--- src/rtl/serializador_if.sv ---
// rtl/serializador_if.sv - queue-side and link-side signals of the serializador.
interface serializador_if #(
    parameter int DATA_WIDTH = 8
);
    logic [DATA_WIDTH-1:0] data_in;
    logic                  data_valid_in;
    logic                  hold_in;
    logic                  ack_out;
    logic                  data_out;
    logic                  write_out;
    logic                  busy_out;

    modport master (
        output data_in, data_valid_in, hold_in,
        input  ack_out, data_out, write_out, busy_out
    );

    modport slave (
        input  data_in, data_valid_in, hold_in,
        output ack_out, data_out, write_out, busy_out
    );
endinterface

--- src/rtl/serializador.sv ---
// rtl/serializador.sv - parallel-to-serial transmitter with write strobe and inter-word gap.
// Optional even-parity trailer bit enabled by defining SERIALIZADOR_PARITY_EN.
module serializador #(
    parameter int DATA_WIDTH = 8,
    parameter int GAP_CYCLES = 1,
    parameter int MSB_FIRST  = 1
) (
    input  logic           clk_100KHz,
    input  logic           reset,
    serializador_if.slave  link
);
    localparam int CW = $clog2(DATA_WIDTH + 1);
    localparam int GW = (GAP_CYCLES > 0) ? $clog2(GAP_CYCLES + 1) : 1;

    typedef enum logic [1:0] {
        S_IDLE,
        S_SHIFT,
        S_PARITY,
        S_GAP
    } state_t;

    state_t                state_q, state_d;
    logic [CW-1:0]         bit_cnt_q, bit_cnt_d;
    logic [GW-1:0]         gap_cnt_q, gap_cnt_d;
    logic [DATA_WIDTH-1:0] shreg_q, shreg_d;
    logic                  ack_q, ack_d;
    logic                  data_q, data_d;
    logic                  write_q, write_d;
    logic                  busy_q, busy_d;
    logic                  word_done;
`ifdef SERIALIZADOR_PARITY_EN
    logic                  parity_q, parity_d;
`endif

    // The shift register always presents the next bit to send at its leading end.
    function automatic logic lead_bit(input logic [DATA_WIDTH-1:0] w);
        return (MSB_FIRST != 0) ? w[DATA_WIDTH-1] : w[0];
    endfunction

    function automatic logic [DATA_WIDTH-1:0] advance(input logic [DATA_WIDTH-1:0] w);
        return (MSB_FIRST != 0) ? (w << 1) : (w >> 1);
    endfunction

    always_comb begin
        state_d   = state_q;
        bit_cnt_d = bit_cnt_q;
        gap_cnt_d = gap_cnt_q;
        shreg_d   = shreg_q;
        ack_d     = 1'b0;
        data_d    = 1'b0;
        write_d   = 1'b0;
        busy_d    = 1'b0;
        word_done = 1'b0;
`ifdef SERIALIZADOR_PARITY_EN
        parity_d  = parity_q;
`endif
        case (state_q)
            S_IDLE: begin
                if (link.data_valid_in && !link.hold_in) begin
                    state_d   = S_SHIFT;
                    bit_cnt_d = '0;
                    shreg_d   = advance(link.data_in);
                    data_d    = lead_bit(link.data_in);
                    ack_d     = 1'b1;
                    write_d   = 1'b1;
                    busy_d    = 1'b1;
`ifdef SERIALIZADOR_PARITY_EN
                    parity_d  = ^link.data_in;
`endif
                end
            end
            S_SHIFT: begin
                if (bit_cnt_q == CW'(DATA_WIDTH - 1)) begin
`ifdef SERIALIZADOR_PARITY_EN
                    state_d = S_PARITY;
                    data_d  = parity_q;
                    write_d = 1'b1;
                    busy_d  = 1'b1;
`else
                    word_done = 1'b1;
`endif
                end else begin
                    bit_cnt_d = bit_cnt_q + CW'(1);
                    shreg_d   = advance(shreg_q);
                    data_d    = lead_bit(shreg_q);
                    write_d   = 1'b1;
                    busy_d    = 1'b1;
                end
            end
            S_PARITY: begin
                word_done = 1'b1;
            end
            S_GAP: begin
                if (gap_cnt_q == GW'(GAP_CYCLES - 1)) begin
                    state_d = S_IDLE;
                end else begin
                    gap_cnt_d = gap_cnt_q + GW'(1);
                    busy_d    = 1'b1;
                end
            end
            default: begin
                state_d = S_IDLE;
            end
        endcase

        // With no gap configured the word ends straight into a one-cycle idle.
        if (word_done) begin
            if (GAP_CYCLES > 0) begin
                state_d   = S_GAP;
                gap_cnt_d = '0;
                busy_d    = 1'b1;
            end else begin
                state_d = S_IDLE;
            end
        end
    end

    always_ff @(posedge clk_100KHz) begin
        if (reset) begin
            state_q   <= S_IDLE;
            bit_cnt_q <= '0;
            gap_cnt_q <= '0;
            shreg_q   <= '0;
            ack_q     <= 1'b0;
            data_q    <= 1'b0;
            write_q   <= 1'b0;
            busy_q    <= 1'b0;
`ifdef SERIALIZADOR_PARITY_EN
            parity_q  <= 1'b0;
`endif
        end else begin
            state_q   <= state_d;
            bit_cnt_q <= bit_cnt_d;
            gap_cnt_q <= gap_cnt_d;
            shreg_q   <= shreg_d;
            ack_q     <= ack_d;
            data_q    <= data_d;
            write_q   <= write_d;
            busy_q    <= busy_d;
`ifdef SERIALIZADOR_PARITY_EN
            parity_q  <= parity_d;
`endif
        end
    end

    assign link.ack_out   = ack_q;
    assign link.data_out  = data_q;
    assign link.write_out = write_q;
    assign link.busy_out  = busy_q;
endmodule

--- src/flat_wrapper.sv ---
// flat-port wrapper written by rule: the top's interface ports become plain ports
module serializador_flat 
#(
    parameter int DATA_WIDTH = 8,
    parameter int GAP_CYCLES = 1,
    parameter int MSB_FIRST  = 1
)
  (clk_100KHz, reset, link_data_in, link_data_valid_in, link_hold_in, link_ack_out, link_data_out, link_write_out, link_busy_out);
  serializador_if #(.DATA_WIDTH(DATA_WIDTH)) link_i ();
  input  logic clk_100KHz;
  input  logic reset;
  input wire logic [$bits(link_i.data_in)-1:0] link_data_in;
  input wire logic [$bits(link_i.data_valid_in)-1:0] link_data_valid_in;
  input wire logic [$bits(link_i.hold_in)-1:0] link_hold_in;
  output wire logic [$bits(link_i.ack_out)-1:0] link_ack_out;
  output wire logic [$bits(link_i.data_out)-1:0] link_data_out;
  output wire logic [$bits(link_i.write_out)-1:0] link_write_out;
  output wire logic [$bits(link_i.busy_out)-1:0] link_busy_out;
  assign link_i.data_in = link_data_in;
  assign link_i.data_valid_in = link_data_valid_in;
  assign link_i.hold_in = link_hold_in;
  assign link_ack_out = link_i.ack_out;
  assign link_data_out = link_i.data_out;
  assign link_write_out = link_i.write_out;
  assign link_busy_out = link_i.busy_out;
  serializador #(.DATA_WIDTH(DATA_WIDTH), .GAP_CYCLES(GAP_CYCLES), .MSB_FIRST(MSB_FIRST)) u_core (.clk_100KHz(clk_100KHz), .reset(reset), .link(link_i));
endmodule
--- config.mk ---
export PLATFORM = sky130hd
export DESIGN_NAME = serializador_flat
export DESIGN_NICKNAME = d
export VERILOG_FILES = /design/src/rtl/serializador_if.sv /design/src/rtl/serializador.sv /design/src/flat_wrapper.sv
export SDC_FILE = /design/constraint.sdc
export NUM_CORES = 1
export LEC_CHECK = 0
export CAP_MARGIN = 20
export CORE_ASPECT_RATIO = 0.7
export CORE_MARGIN = 2
export CORE_UTILIZATION = 30
export DETAILED_ROUTE_END_ITERATION = 7
export PLACE_DENSITY = 0.56
export SKIP_CTS_REPAIR_TIMING = 1
export SYNTH_ARGS = -nofsm -noshare
export SYNTH_HDL_FRONTEND = slang
export SYNTH_SLANG_ARGS = --single-unit
--- constraint.sdc ---
create_clock -name clk_100KHz -period 1.7 [get_ports clk_100KHz]
set_input_delay 0.255 -clock clk_100KHz [delete_from_list [all_inputs] [get_ports clk_100KHz]]
set_output_delay 0.255 -clock clk_100KHz [all_outputs]
set_load 0.02 [all_outputs]
[Yosys cells after proc, flatten, opt, wreduce, memory -nomap -nowiden]
Index checks and enable logic that the tools add are counted.
Operators by class
  add/subtract/negate cells: 2
  multipliers: 0
  divide/modulo/power cells: 0
  magnitude comparators: 0
  eq/ne operators: 8
  shifts and indexed selects: 0
  muxes and demuxes: 22
  bitwise logic cells: 1
  reduce and logical (&&, ||, !) cells: 9
Operators with widths (count)
  $mux 8: 2
  $pmux 8 s2: 1
  $mux 1: 8
  $mux 4: 2
  $pmux 4 s2: 1
  $mux 2: 3
  $pmux 1 s2: 3
  $reduce_and 3->1: 2
  $add 4x1->4 const B: 1
  $eq 2x2->1 const B: 2
  $eq 4x3->1 const B: 1
  $pmux 2 s2: 1
  $reduce_or 2->1: 2
  $ne 3x1->1 const B: 1
  $ne 3x3->1 const B: 1
  $pmux 1 s3: 1
  $reduce_bool 3->1: 1
  $eq 2x1->1 const B: 1
  $logic_not 2->1: 1
  $ne 2x1->1 const B: 1
  $ne 2x2->1 const B: 1
  $reduce_bool 2->1: 1
  $add 1x1->1 const B: 1
  $logic_and 1x1->1: 1
  2 further kinds: 2
Word-level totals
  register bits: 19
  bits in latches: 0
  memory bits (writable): 0
  ROM bits: 0
  input bits: 12
  output and inout bits: 4
  word-level logic and storage cells: 50
  memories kept: 0

[Logic depth before layout (Yosys ltp)]
Gate-level depths: netlist of the first run.
  word-level depth: 5
  gate-level depth with buffers: 7
  mapped depth without buffers: 6

[Worst setup path before layout of the first run]
No wires, ideal clock.
  kind: reg-to-reg
  from: register u_core.state_q[0]
  to: register u_core.shreg_q[6]
  data arrival time: 1448 ps
  setup slack: 173 ps
  cell stages (with the launch flop): 8
  buffers on the path: 1
  clock period less this slack: 1527 ps
  path through: dfxtp_1 inv_1 ha_1 nand2b_4 a21oi_4 buf_6 nor2_2 a211oi_2
On the way
  longest elaborated chain between the ends: 3
  elaborated cells on any way between the ends: 7
  classes of those cells: eq/ne (3); mux (1); reduce/logical (3)
RTL lines
  start: declaration: RTL line serializador.sv:22  | state_t state_q, state_d;
  start signal: assignment: RTL line serializador.sv:132  | state_q <= state_d;
  $eq 2x1->1 / $logic_not 2->1 (equally long branches): RTL line serializador.sv:57  | case (state_q)
  $ne 2x2->1 (no line), or another cell as far along
  $reduce_and 3->1 (no line)
  end signal: assignment: RTL line serializador.sv:135  | shreg_q <= shreg_d;
  end: declaration: RTL line serializador.sv:25  | logic [DATA_WIDTH-1:0] shreg_q, shreg_d;
Parallel ways exist; a longest one is shown, timed or not.
A chain may end at the register's enable or synchronous reset.

[Worst setup path in the final report of the first run]
  from: register u_core.state_q[0]
  to: register u_core.shreg_q[2]
Same word-level chain as after synthesis.

==> summary.txt, run 1 <==
Detailed routing
  • Avg Vias per Cell: 4.649
  • DR vias: 688
  • First DRT Iteration DRCs: 15
  • Routed WL: roughly 1.9 mm
  • Number of remaining DRC errors: 0
  • Antenna viol nets, final: 0
  • Routed len/inst: 12.59 microns
  • Number of detailed-route iterations in the first pass: 4

STA
  • Setup TNS: 0 ns
  • RSZ-0062 raised after global routing: no
  • Period utilization: about nine tenths
  • Tmin final: ~1.6 ns
  • Hold_ws: 0.4921 ns
  • Slew margin rel.: 80.69%
  • Setup-failing EPs final: 0
  • Pin slew with the least headroom to its limit: 0.2887 ns
  • FMAX: about 0.64 GHz
  • Clock skew: 0.0009176 ns
  • Final Hold Viols: 0
  • Pins Over Slew Limit: 0

Floorplan
  • Die X: around 69 microns
  • Die ar.: 3433 sq um
  • Io pins: 16
  • Die Y: 49.63 microns
  • Rows: 16
  • Core Area: 2823 sq um
  • Initial Util: between 30% and 40%

Pwr
  • Max IR drop VDD: 0.0005543 V
  • Sw power: roughly 0.32 mW
  • Internal power: approximately 0.76 mW
  • Leak: around 0.46 nW
  • Comb pwr share: 28.4%
  • Clock share of power: between 20% and 30%
  • Reg power frac: 42.8%
  • Sw Share: 29.34%
  • Cell area power density: 908.0 nW/um^2

Finish
  • N_diodes: 0
  • Area growth syn-to-layout: 32.82%
  • # nets final: 131
  • Layout cells sized above 1: 21.43%

Place
  • Gpl congestion: ~0.78
  • PortBufs: 15
  • HPWL after DPL: around 1.5 mm

Synth
  • Mapped Nets: about 110
  • Post-synth top flop: dfxtp_1
  • Synth cell types: 32
  • Area contributors post-synth: dfxtp_1, ha_1, mux2i_1
  • FF+latch count, synth: 17
  • Synth Warn #: 0
  • Post-Synthesis Cell Area: 892.1 sq um
  • Mapped Cells: a little under 90
  • Post-synth ARST share: 0%
  • Post-synth EDFFs: 0
  • Syn_area_per_cell: between 10 and 15 sq um
  • Share of the synthesized area in the top cell type: 38.15%
  • Register area share after synthesis: about two fifths
  • Biggest area consumer among synthesized cells: dfxtp_1

Worst setup path
  • Data arrival, critical path: 1.73 ns
  • Crit end category: register
  • CP Launch Type: register
  • Worst Reg-to-Reg Cells: 7
  • Crit-path max FO: 15
  • Largest stage delay, worst path: 0.37 ns
  • R2R Setup Slk: 0.14 ns
  • CP startpoint: u_core.state_q[0]$_SDFFE_PP0P_
  • Setup crit end: u_core.shreg_q[2]$_SDFFE_PP0P_
  • Setup CP Type: register to register
  • Crit-path slowest cell: dfxtp_1
  • Reg-to-Reg Start: u_core.state_q[0]$_SDFFE_PP0P_
  • Worst Path Required: between 1.5 and 2 ns
  • RR Endpoint: u_core.shreg_q[2]$_SDFFE_PP0P_
  • CP Cell Sequence: inv_1, ha_2, nand2b_4, a21oi_4, buf_12, nor2_1, a211oi_1

Clock network
  • CTS Buffer Depth: 2
  • CTS tree: built
  • H-tree Lvls: 1
  • Worst-skew pair later-pin latency: 0.26 ns
  • Root Driver: clkbuf_8
  • Num CTS Buffers: 3
  • Sink Count: 17
  • Clock-pin slew on the worst setup and hold paths: roughly 0.07 ns

GRT
  • GRT Overall Usage: 12.40%
  • Global-route wire length before repair: 3.291 mm
  • Vias in the first global route: 711
  • Grt ovf: 0
  • Largest net degree at the start of global routing: 16
  • Initial antenna violation count: 0

Run
  • Maximum capacitance violations: 0

Status
  • Status: complete, no violations

Hold path
  • Hold crit path type: register to register
area by class of cell:
cell class / count / area (sq um)
fillers: 276 / 1638
multi-input cells: 66 / 523.0
flip-flops and latches: 17 / 340.3
repair buffers: 22 / 219.0
well taps: 36 / 45.04
clock buffers: 3 / 41.29
inverters: 3 / 11.26
clock inverters: 1 / 5.005
kinds of logic (layout without fill, tap and decap cells):
family / Yosys count / count (layout) / synth area share (%)
XOR/XNOR: 2 / 2 / 1.964
AND/OR/NAND/NOR: 31 / 31 / 21.88
multiplexers: 6 / 6 / 6.732
AO/OA/AOI/OAI: 21 / 21 / 19.36
buffers and inverters: 6 / 29 / 3.505
flip-flops: 17 / 17 / 38.15
adder cells (fa/ha/maj): 6 / 6 / 8.415
flip-flops by register name, indices dropped and copies added (netlist names):
signal                 cells
u_core.shreg_q             7
u_core.bit_cnt_q           4
u_core.state_q             2
u_core.link.ack_out        1
u_core.link.busy_out       1
u_core.link.data_out       1
u_core.link.write_out      1
worst min-delay path by stage:
stage / startpoint / to / slack [ns] / depth (start not counted)
detailed placement: u_core.shreg_q[7]$_SDFFE_PP0P_ / u_core.link.data_out$_SDFF_PP0_ / 0.48 / 2
floorplan: reset / u_core.shreg_q[2]$_SDFFE_PP0P_ / 0.33 / 1
global route: u_core.shreg_q[5]$_SDFFE_PP0P_ / u_core.shreg_q[5]$_SDFFE_PP0P_ / 0.53 / 2
finish: u_core.shreg_q[7]$_SDFFE_PP0P_ / u_core.link.data_out$_SDFF_PP0_ / 0.49 / 2
CTS: u_core.shreg_q[7]$_SDFFE_PP0P_ / u_core.link.data_out$_SDFF_PP0_ / 0.49 / 2
global placement: u_core.shreg_q[7]$_SDFFE_PP0P_ / u_core.link.data_out$_SDFF_PP0_ / 0.49 / 2
synth_stat cells (2+ instances only):
cell type and n:
a211oi_1 7, a211oi_2 2, a21oi_1 4, dfxtp_1 17, ha_1 6, inv_1 3, mux2i_1 6, nand2b_1 2
nand3_1 2, nand3b_1 2, nor2_1 12, nor2_2 2, nor3_1 2, nor3b_1 2, o21ai_0 2, xnor2_1 2
stage by stage:
stage	total power, mW	instance area [sq um]	worst slack, ns	instances	util (%)
2_1_floorplan	0.6633	892.1	0.1726	89	-
5_1_grt	1.145	1185	0.01161	148	41.98
4_1_cts	1.086	1179	0.04302	148	41.76
3_5_place_dp	0.7701	1132	0.06376	144	40.12
3_3_place_gp	0.7644	1132	0.09208	144	40.12
6_report	1.076	1185	0.1386	148	41.98
power groups by stage:
| stage | sequential [mW] | combinational, mW | clock, mW |
|---|---|---|---|
| after global routing | 0.465 | 0.339 | 0.341 |
| after CTS | 0.461 | 0.302 | 0.323 |
| final | 0.460 | 0.305 | 0.310 |
| after floorplan | 0.475 | 0.188 | 0 |
| after detailed placement | 0.470 | 0.300 | 0 |
| after global placement | 0.467 | 0.297 | 0 |
worst max-delay path, delay by kind of cell, from the launching register on:
family | cells | cell delay [ns]
compound gates | 2 | 0.39
fa+ha+maj | 1 | 0.24
buf+inv | 2 | 0.27
flops | 1 | 0.37
simple gates | 2 | 0.20
cell usage in the layout (no fill, tap or decap), types with 2 or more instances in the layout:
| master | instances |
|---|---|
| dfxtp_1 | 17 |
| nand3b_1 | 2 |
| nor3b_1 | 2 |
| a21oi_1 | 4 |
| xnor2_1 | 2 |
| nand2b_1 | 2 |
| nor2_1 | 12 |
| nor3_1 | 2 |
| o21ai_0 | 2 |
| buf_4 | 5 |
| clkdlybuf4s50_1 | 15 |
| mux2i_1 | 6 |
| a211oi_1 | 7 |
| nor2_2 | 2 |
| a211oi_2 | 2 |
| nand3_1 | 2 |
| inv_1 | 3 |
| ha_1 | 5 |
| clkbuf_8 | 3 |
per-layer routing:
layer  GRT usage, %  part of all wire, %  wire (microns)
met2          17.79                   41             757
met5              0                    0               0
met4          2.941                 0.86              16
met1          17.13                   53             988
met3          5.317                  5.4             101
Note: power is estimated with default switching activity, not from simulation.
==> inputs of run 2 (changes only) <==
CTS_CLUSTER_SIZE = 12   (was default)
==> results of run 2 <==
Same layout as run 1: the final DEF is identical, and so are final timing and power.
==> inputs of run 3 (changes only) <==
CORE_ASPECT_RATIO = default   (was 0.7)
CORE_UTILIZATION = 50   (was 30)
PLACE_DENSITY = 0.82   (was 0.56)
==> run 3 against run 2 <==
First-iteration DRC count fell by 60%. Flip-flop and latch count did not move. Register-to-register slack improved by 0.02 ns. Cell area fell by 3.8%. Sequential power barely moved. Largest cell class unchanged.
==> summary.txt, run 3 (synthesized netlist as in run 1, its figures left out) <==
Status
  • Status: complete, no violations

Floorplan
  • Rows: 15 (-1)
  • Io pins: 16 (unchanged)
  • Initial Util: 52.23% (+21 points)
  • Die Y: 46.24 microns (-6.8%)
  • Die X: 46.24 microns (-33%)
  • Core Area: 1708 sq um (-39%)
  • Die ar.: 2138 sq um (-38%)

Clock network
  • Num CTS Buffers: 3 (unchanged)
  • Worst-skew pair later-pin latency: 0.30 ns (+0.04 ns)
  • H-tree Lvls: 1 (unchanged)
  • CTS tree: built
  • Sink Count: 17 (unchanged)
  • Clock-pin slew on the worst setup and hold paths: 0.09 ns (+0.02 ns)
  • CTS Buffer Depth: 2 (unchanged)
  • Root Driver: clkbuf_4

Place
  • PortBufs: 15 (unchanged)
  • Gpl congestion: 0.8188 (+5.6%)
  • Setup slack at placement: 0.08008 ns (+0.01632 ns)
  • HPWL after DPL: 1.354 mm (-7.9%)
  • Area after DPL: 1111 sq um (-1.9%)

STA
  • Final Hold Viols: 0 (unchanged)
  • FMAX: 0.6474 GHz (+1.1%)
  • Pin slew with the least headroom to its limit: 0.3553 ns (+0.06661 ns)
  • Slew margin rel.: 76.24% (-4.5 points)
  • Hold_ws: 0.4935 ns (+0.001358 ns)
  • Pins Over Slew Limit: 0 (unchanged)
  • Tmin final: 1.545 ns (-0.01670 ns)
  • Period utilization: 90.87% (-0.98 points)
  • Worst setup margin: 0.1553 ns (+0.01670 ns)
  • Setup TNS: 0 ns (unchanged)
  • Clock skew: 0.0008175 ns (-0.0001001 ns)
  • RSZ-0062 raised after global routing: no
  • Setup-failing EPs final: 0 (unchanged)

Worst setup path
  • Crit. path cell count: 6 (-1)
  • Largest stage delay, worst path: 0.39 ns (+0.02 ns)
  • Setup crit end: u_core.bit_cnt_q[3]$_SDFFE_PP0P_
  • Crit-path leading delay family: flip-flops
  • Crit-path slowest cell: dfxtp_1
  • CP Cell Sequence: inv_1, ha_2, nand2b_4, a211oi_1, xnor2_1, nor2_1
  • Worst Reg-to-Reg Cells: 6 (-1)
  • Data arrival, critical path: 1.74 ns (about the same)
  • Worst Path Required: 1.90 ns (+0.03 ns)
  • Buf/Inv on CP: 1 (-1)
  • Crit end category: register
  • Reg-to-Reg Start: u_core.state_q[0]$_SDFFE_PP0P_
  • Crit-path max FO: 5 (-10)
  • RR Endpoint: u_core.bit_cnt_q[3]$_SDFFE_PP0P_
  • CP startpoint: u_core.state_q[0]$_SDFFE_PP0P_
  • R2R Setup Slk: 0.16 ns (+0.02 ns)
  • Setup CP Type: register to register
  • CP Launch Type: register

GRT
  • Global-route wire length before repair: 2.877 mm (-13%)
  • Vias in the first global route: 669 (-5.9%)
  • Initial antenna violation count: 0 (unchanged)
  • Largest net degree at the start of global routing: 16 (unchanged)
  • GRT Overall Usage: 19.63% (+7.2 points)
  • Grt ovf: 0 (unchanged)

Finish
  • Most frequent cells in the layout: dfxtp_1, clkdlybuf4s50_1, nor2_1
  • Area growth syn-to-layout: 27.77%
  • Commonest non-fill, non-tap cell in the layout: dfxtp_1
  • Design Area, Final: 1140 sq um (-3.8%)
  • Top Registers: u_core.shreg_q (7), u_core.bit_cnt_q (4), u_core.state_q (2)
  • Biggest register: u_core.shreg_q
  • Max FFs per register: 7 (unchanged)
  • # nets final: 130 (-0.76%)
  • Layout cells sized above 1: 19.82% (-1.6 points)
  • N_diodes: 0 (unchanged)
  • Fin util: 66.74% (+25 points)

Detailed routing
  • First DRT Iteration DRCs: 6 (-9)
  • Avg Vias per Cell: 5.110 (+9.9%)
  • DR vias: 695 (+1.0%)
  • Number of detailed-route iterations in the first pass: 4 (unchanged)
  • Routed WL: 1.703 mm (-8.6%)
  • Routed len/inst: 12.52 microns (-0.58%)
  • Number of remaining DRC errors: 0 (unchanged)
  • Antenna viol nets, final: 0 (unchanged)

Pwr
  • Cell area power density: 853.1 nW/um^2 (-6.0%)
  • Max IR drop VDD: 0.0006741 V (+22%)
  • Leak: 0.4389 nW (-3.6%)

Run
  • Maximum capacitance violations: 0 (unchanged)

Hold path
  • Hold crit path type: register to register
-- run 3: how the worst min path moves through the flow --
| stage | from | end | slack (ns) | depth (start not counted) |
|---|---|---|---|---|
| after floorplan | reset | u_core.shreg_q[2]$_SDFFE_PP0P_ | 0.33 | 1 |
| after global placement | u_core.shreg_q[7]$_SDFFE_PP0P_ | u_core.link.data_out$_SDFF_PP0_ | 0.49 | 2 |
| after detailed placement | u_core.shreg_q[7]$_SDFFE_PP0P_ | u_core.link.data_out$_SDFF_PP0_ | 0.49 | 2 |
| after CTS | u_core.shreg_q[7]$_SDFFE_PP0P_ | u_core.link.data_out$_SDFF_PP0_ | 0.50 | 2 |
| after global routing | u_core.shreg_q[7]$_SDFFE_PP0P_ | u_core.link.data_out$_SDFF_PP0_ | 0.53 | 2 |
| final | u_core.shreg_q[7]$_SDFFE_PP0P_ | u_core.link.data_out$_SDFF_PP0_ | 0.49 | 2 |
-- run 3: report_power, final --
group	leakage [nW]	switching (mW)	internal, mW	total, mW
logic	0.285	0.140	0.155	0.295
registers	0.139	0.0231	0.437	0.460
clock network	0.0150	0.125	0.0916	0.217
-- run 3: worst min-delay path, cell delays in order (launching register included) --
cell and delay (ns):
dfxtp_1 0.33, nand3_1 0.06, a211oi_1 0.06
-- run 3: cell type report --
cell class | instances | area [sq um]
repair buffers | 21 | 207.7
inverters | 3 | 11.26
well taps | 25 | 31.28
multi-input cells | 66 | 523.0
clock buffers | 4 | 26.28
fillers | 141 | 568.0
flip-flops and latches | 17 | 340.3
-- run 3: through the flow --
step | total power, mW | instances
global route | 1.024 | 136
detailed placement | 0.7667 | 132
CTS | 0.9790 | 136
global placement | 0.7552 | 132
floorplan | 0.6633 | 89
finish | 0.9724 | 136
-- run 3: metal layers --
layer  track usage [%]  up-vias  routed length (microns)
li1                  -      363                        -
met2             32.22       16                      818
met5                 0        -                        0
met4             13.71        0                       52
met3             3.529        5                       66
met1             22.73      311                      767
